`config.mk`:
```
export PLATFORM = sky130hd
export DESIGN_NAME = nibble_serial_add_ctrl_flat
export DESIGN_NICKNAME = d
export VERILOG_FILES = /design/src/rtl/nibble_serial_add_ctrl_pkg.sv /design/src/rtl/nibble_serial_add_ctrl_if.sv /design/src/rtl/nibble_serial_add_ctrl_slice.sv /design/src/rtl/nibble_serial_add_ctrl.sv /design/src/flat_wrapper.sv
export SDC_FILE = /design/constraint.sdc
export NUM_CORES = 1
export LEC_CHECK = 0
export BUFFER_PORTS_ARGS = -buffer_cell sky130_fd_sc_hd__buf_2
export CAP_MARGIN = 30
export CORE_MARGIN = 3
export CORE_UTILIZATION = 45
export CTS_CLUSTER_SIZE = 14
export DETAILED_ROUTE_END_ITERATION = 7
export PLACE_DENSITY = 0.69
export SETUP_SLACK_MARGIN = 0.1
export SLEW_MARGIN = 25
export SYNTH_ARGS = -nofsm -noshare
export SYNTH_HDL_FRONTEND = slang
export SYNTH_SLANG_ARGS = --single-unit
```
`constraint.sdc`:
```
create_clock -name clk -period 2.4 [get_ports clk]
set_clock_uncertainty 0.1 [all_clocks]
set_input_delay 0.48 -clock clk [delete_from_list [all_inputs] [get_ports clk]]
set_output_delay 0.48 -clock clk [all_outputs]
set_load 0.005 [all_outputs]
```
`src/rtl/nibble_serial_add_ctrl_pkg.sv`:
```
// Shared types and constants for the nibble-serial adder controller.
// The NIBBLE_SUB_EN build option is handled in the interface and top files.
package nibble_add_pkg;

    typedef enum logic [1:0] {
        IDLE = 2'd0,
        RUN  = 2'd1,
        DONE = 2'd2
    } state_e;

    localparam int SLICE_W = 4;

    // Counter width for NSLICE steps; never narrower than one bit.
    function automatic int cnt_width(input int nslice);
        return (nslice <= 2) ? 1 : $clog2(nslice);
    endfunction

endpackage

```
`src/rtl/nibble_serial_add_ctrl_if.sv`:
```
// Start/result handshake bundle for nibble_serial_add_ctrl.
// The sub input exists only when NIBBLE_SUB_EN is defined.
interface nibble_serial_add_ctrl_if #(
    parameter int WIDTH = 16
);
    // Both channels are valid/ready: a transfer happens on a rising clk edge
    // where valid and ready are both high. The start side samples op_a, op_b,
    // carryin (and sub) on that edge; the result side holds sum and carryout
    // stable while out_valid is high and out_ready is low.
    logic             in_valid;
    logic             in_ready;
    logic [WIDTH-1:0] op_a;
    logic [WIDTH-1:0] op_b;
    logic             carryin;
`ifdef NIBBLE_SUB_EN
    logic             sub;
`endif
    logic             out_valid;
    logic             out_ready;
    logic [WIDTH-1:0] sum;
    logic             carryout;
    logic             busy;

    modport master (
        output in_valid, op_a, op_b, carryin, out_ready,
`ifdef NIBBLE_SUB_EN
        output sub,
`endif
        input  in_ready, out_valid, sum, carryout, busy
    );

    modport slave (
        input  in_valid, op_a, op_b, carryin, out_ready,
`ifdef NIBBLE_SUB_EN
        input  sub,
`endif
        output in_ready, out_valid, sum, carryout, busy
    );

endinterface

```
`src/rtl/nibble_serial_add_ctrl_slice.sv`:
```
// Combinational 4-bit ripple adder slice shared by every nibble step.
module nibble_slice_add (
    input  logic [3:0] a,
    input  logic [3:0] b,
    input  logic       ci,
    output logic [3:0] s,
    output logic       co
);

    assign {co, s} = {1'b0, a} + {1'b0, b} + {4'b0000, ci};

endmodule

```
`src/rtl/nibble_serial_add_ctrl.sv`:
```
// Nibble-serial WIDTH-bit adder: one 4-bit slice, LSB nibble first, carry held
// between steps. Define NIBBLE_SUB_EN to add the sub input (A - B - carryin).
module nibble_serial_add_ctrl
    import nibble_add_pkg::*;
#(
    parameter int WIDTH = 16
) (
    input  logic                     clk,
    input  logic                     rst,
    nibble_serial_add_ctrl_if.slave  bus,
    output state_e                   state_o
);

    localparam int NSLICE = WIDTH / SLICE_W;
    localparam int CNT_W  = cnt_width(NSLICE);

    if (((WIDTH % SLICE_W) != 0) || (WIDTH < SLICE_W)) begin : g_bad_width
        $error("nibble_serial_add_ctrl: WIDTH must be a multiple of 4 and >= 4");
    end

    state_e           state_q, state_d;
    logic [WIDTH-1:0] a_q, a_d;
    logic [WIDTH-1:0] b_q, b_d;
    logic [WIDTH-1:0] sum_q, sum_d;
    logic             carry_q, carry_d;
    logic [CNT_W-1:0] cnt_q, cnt_d;

    logic [SLICE_W-1:0] slice_s;
    logic               slice_co;
    logic               sub_eff;

`ifdef NIBBLE_SUB_EN
    assign sub_eff = bus.sub;
`else
    assign sub_eff = 1'b0;
`endif

    nibble_slice_add u_slice (
        .a  (a_q[SLICE_W-1:0]),
        .b  (b_q[SLICE_W-1:0]),
        .ci (carry_q),
        .s  (slice_s),
        .co (slice_co)
    );

    always_ff @(posedge clk or posedge rst) begin
        if (rst) begin
            state_q <= IDLE;
            a_q     <= '0;
            b_q     <= '0;
            sum_q   <= '0;
            carry_q <= 1'b0;
            cnt_q   <= '0;
        end else begin
            state_q <= state_d;
            a_q     <= a_d;
            b_q     <= b_d;
            sum_q   <= sum_d;
            carry_q <= carry_d;
            cnt_q   <= cnt_d;
        end
    end

    always_comb begin
        state_d = state_q;
        a_d     = a_q;
        b_d     = b_q;
        sum_d   = sum_q;
        carry_d = carry_q;
        cnt_d   = cnt_q;
        unique case (state_q)
            IDLE: begin
                if (bus.in_valid) begin
                    // Subtraction is A + ~B + ~carryin, so the no-borrow flag
                    // falls out as the final carry.
                    a_d     = bus.op_a;
                    b_d     = sub_eff ? ~bus.op_b : bus.op_b;
                    carry_d = bus.carryin ^ sub_eff;
                    cnt_d   = '0;
                    state_d = RUN;
                end
            end
            RUN: begin
                sum_d   = (sum_q >> SLICE_W) | (WIDTH'(slice_s) << (WIDTH - SLICE_W));
                a_d     = a_q >> SLICE_W;
                b_d     = b_q >> SLICE_W;
                carry_d = slice_co;
                // The counter parks at NSLICE-1 and is only cleared on the next capture.
                if (cnt_q == CNT_W'(NSLICE - 1)) begin
                    state_d = DONE;
                end else begin
                    cnt_d = cnt_q + CNT_W'(1);
                end
            end
            DONE: begin
                if (bus.out_ready) begin
                    state_d = IDLE;
                end
            end
            default: state_d = IDLE;
        endcase
    end

    assign bus.in_ready  = (state_q == IDLE);
    assign bus.out_valid = (state_q == DONE);
    assign bus.busy      = (state_q != IDLE);
    assign bus.sum       = sum_q;
    assign bus.carryout  = carry_q;
    assign state_o       = state_q;

endmodule

```
`src/flat_wrapper.sv`:
```
// flat-port wrapper written by rule: the top's interface ports become plain ports
module nibble_serial_add_ctrl_flat import nibble_add_pkg::*;
#(
    parameter int WIDTH = 16
)
  (clk, rst, state_o, bus_in_valid, bus_op_a, bus_op_b, bus_carryin, bus_out_ready, bus_in_ready, bus_out_valid, bus_sum, bus_carryout, bus_busy);
  nibble_serial_add_ctrl_if #(.WIDTH(WIDTH)) bus_i ();
  input  logic clk;
  input  logic rst;
  output state_e state_o;
  input wire logic [$bits(bus_i.in_valid)-1:0] bus_in_valid;
  input wire logic [$bits(bus_i.op_a)-1:0] bus_op_a;
  input wire logic [$bits(bus_i.op_b)-1:0] bus_op_b;
  input wire logic [$bits(bus_i.carryin)-1:0] bus_carryin;
  input wire logic [$bits(bus_i.out_ready)-1:0] bus_out_ready;
  output wire logic [$bits(bus_i.in_ready)-1:0] bus_in_ready;
  output wire logic [$bits(bus_i.out_valid)-1:0] bus_out_valid;
  output wire logic [$bits(bus_i.sum)-1:0] bus_sum;
  output wire logic [$bits(bus_i.carryout)-1:0] bus_carryout;
  output wire logic [$bits(bus_i.busy)-1:0] bus_busy;
  assign bus_i.in_valid = bus_in_valid;
  assign bus_i.op_a = bus_op_a;
  assign bus_i.op_b = bus_op_b;
  assign bus_i.carryin = bus_carryin;
  assign bus_i.out_ready = bus_out_ready;
  assign bus_in_ready = bus_i.in_ready;
  assign bus_out_valid = bus_i.out_valid;
  assign bus_sum = bus_i.sum;
  assign bus_carryout = bus_i.carryout;
  assign bus_busy = bus_i.busy;
  nibble_serial_add_ctrl #(.WIDTH(WIDTH)) u_core (.clk(clk), .rst(rst), .bus(bus_i), .state_o(state_o));
endmodule
```
==> results.yml <==
run_status:
  run_status: "completed"
drt:
  vias_per_cell: 4.94
  routed_wl_um: 4830
  dr_wl_met3_um: 304
  routed.top_layer: "met4"
  antenna_left: 0
  wl_met2_um: 2320
  first_pass_iters: 5
  wire_per_inst_um: 12.7
  vias: 1884
  wl_met1_um: 2170
  drt_drc_violations_left: 0
  drt_iter0_drc: 89
yosys:
  ys_async_sr_fraction: 1.00
  ys_warn_count: 0
  synth_cells: 252
  syn_nets: 295
  synth_edf_count: 0
  ys.flop_type: "dfrtp_1"
  ys_ff_latch: 53
  yosysTopAreaCell: "dfrtp_1"
  synth_seq_area_share: 0.536
  avgSynthCellArea_um2: 9.81
  yosys-top-cells-area: "dfrtp_1 (54%), nand2_1 (10%), mux2i_1 (9.7%)"
  yosysTopAreaCellShare: 0.536
  synthDistinctLibCells: 29
  synth_area_um2: 2470
global_routing:
  antenna_found_initial: 0
  grt_pass1_wl_um: 8290
  globalRouteOverflowTotal: 0
  grt_max_degree: 28
  grt_util_all_layers: 0.166
  grt_pass1_vias: 1798
setup_path:
  critical_path_class: "flop to output pin"
  ff2ff_setup_slack_ns: 0.57
  endpoint_kind: "output pin"
  rr_endpoint: "u_core.bus.carryout"
  ff2ff_path_depth: 6
  crit_required_ns: 1.82
  cp_max_fo: 15
  start_kind: "flop"
  r2r_start: "u_core.bus.carryout"
  cp.arrival_ns: 1.34
cts:
  cts_hold_buf: 0
  clockBufferDepth: 2
  htree_levels: 2
  cts_inserted_buffers: 5
  cts_resized: 0
  cts_tree: "built"
  cts_sinks: 53
  cts_setup_buffers: 0
  insertion_delay_ns: 0.30
  cts.clk_slew.worst_paths_ns: 0.09
  clock_tree.root_cell: "clkbuf_8"
layout:
  drive_gt1_frac: 0.251
  layout.nets: 354
  multi_input_area_um2: 1040
  nFillCells: 499
  design_area_um2: 2940
  antenna_cells: 0
  area.sequential_um2: 1330
  area_delta_synth_final_pct: 18.9
power_and_ir_drop:
  p_leak_nw: 1.51
  power_density_nw_per_um2: 1310
  ir_drop_v: 0.000568
placed_design:
  place_area_um2: 2850
  gp_congestion: 0.807
  io_buffers: 58
  hpwlAfterDp_um: 3630
sta:
  setup_viol: 0
  post-route-period-util: 0.802
  tightest_slew_ns: 0.533
  period_needed_ns: 1.92
  fin_hold_ws_ns: 0.112
  slew_viol_final: 0
  clock.fmax_ghz: 0.520
  finalHoldViolations: 0
  max-slew-margin-rel: 0.644
  rsz0062_at_grt: "false"
  tns_ns: 0
worst_hold_path:
  hold_path_class: "primary input to asynchronous set/reset pin"
floorplanning:
  start_util: 0.475
  die_x_um: 80.1
  core_area_um2: 5200
  ios: 59
  row_count: 26
  die_y_um: 80.1
  die-area_um2: 6420
job:
  max-cap-violations: 0
==> cells in the mapped netlist (4+ instances only) <==
master	n
a21oi_1	7
ha_1	4
mux2i_1	24
nand2b_1	4
dfrtp_1	53
clkbuf_1	7
nor2_1	4
inv_1	12
nor2b_1	9
nand2_1	68
buf_2	4
o21ai_0	34
==> routing by layer <==
layer / up-vias / GRT usage
met5: - / 0
met3: 4 / 0.0460
met1: 880 / 0.213
met2: 47 / 0.279
li1: 953 / -
met4: 0 / 0.0355
==> worst max-delay path by stage <==
stage / start / end / slack [ns] / cells past startpoint
finish: u_core.state_o[0] / bus_busy / 0.48 / 4
global route: u_core.state_o[0] / bus_busy / 0.38 / 4
CTS: u_core.state_o[0] / bus_busy / 0.45 / 4
detailed placement: u_core.bus.carryout / u_core.bus.carryout / 0.59 / 6
global placement: u_core.bus.carryout / u_core.bus.carryout / 0.66 / 6
floorplan: rst / u_core.a_q[0] / 0.53 / 1
==> flip-flops by register name, indices dropped and copies added, names as in the netlist <==
signal and count:
u_core.bus.carryout 1, u_core.bus.sum 16, u_core.state_o 2, u_core.b_q 16
u_core.a_q 16, u_core.cnt_q 2
==> critical path, stage by stage, from the launching register on <==
cell and delay (ns):
dfrtp_1 0.39, buf_4 0.20, nor2_1 0.26, inv_1 0.06
buf_2 0.13
==> placed cells by master (no fill, tap or decap), types with 2 or more instances in the layout <==
cell type	synthesis	final
a21oi_1	7	7
dfrtp_1	53	53
fa_1	2	2
nand2_1	68	68
nor2b_1	9	8
buf_4	3	9
a32o_1	3	3
o21ai_0	34	34
ha_1	4	4
buf_2	4	58
nor2_1	4	4
mux2i_1	24	24
clkbuf_8	0	6
inv_1	12	11
nand2b_1	4	3
==> power by group <==
group	internal (mW)	switching, mW	total, mW
logic	0.818	1.00	1.82
clock network	0.229	0.269	0.498
registers	1.31	0.234	1.54
==> cell type report <==
class,instances,area share
multi-input combinational,172,0.353
tap,70,0.0298
timing repair buffer,67,0.122
inverter,12,0.0153
sequential,53,0.451
clock buffer,7,0.0294
==> metrics by stage <==
step / cells / utilization / power (mW) / worst slack, ns
after floorplan: 252 / - / 2.87 / 0.534
after global placement: 374 / 0.548 / 3.32 / 0.662
after detailed placement: 374 / 0.548 / 3.42 / 0.586
after CTS: 381 / 0.565 / 3.92 / 0.448
after global routing: 381 / 0.565 / 4.24 / 0.379
final: 381 / 0.565 / 3.86 / 0.475
==> cells by family after synthesis <==
logic type                 synth area share
adders and majority gates            0.0364
AOI/OAI and AO/OA                     0.114
buffers and inverters                0.0506
and+or+nand+nor                       0.160
DFF                                   0.536
muxes                                 0.102
No activity file was read; power rests on OpenSTA's default activity.
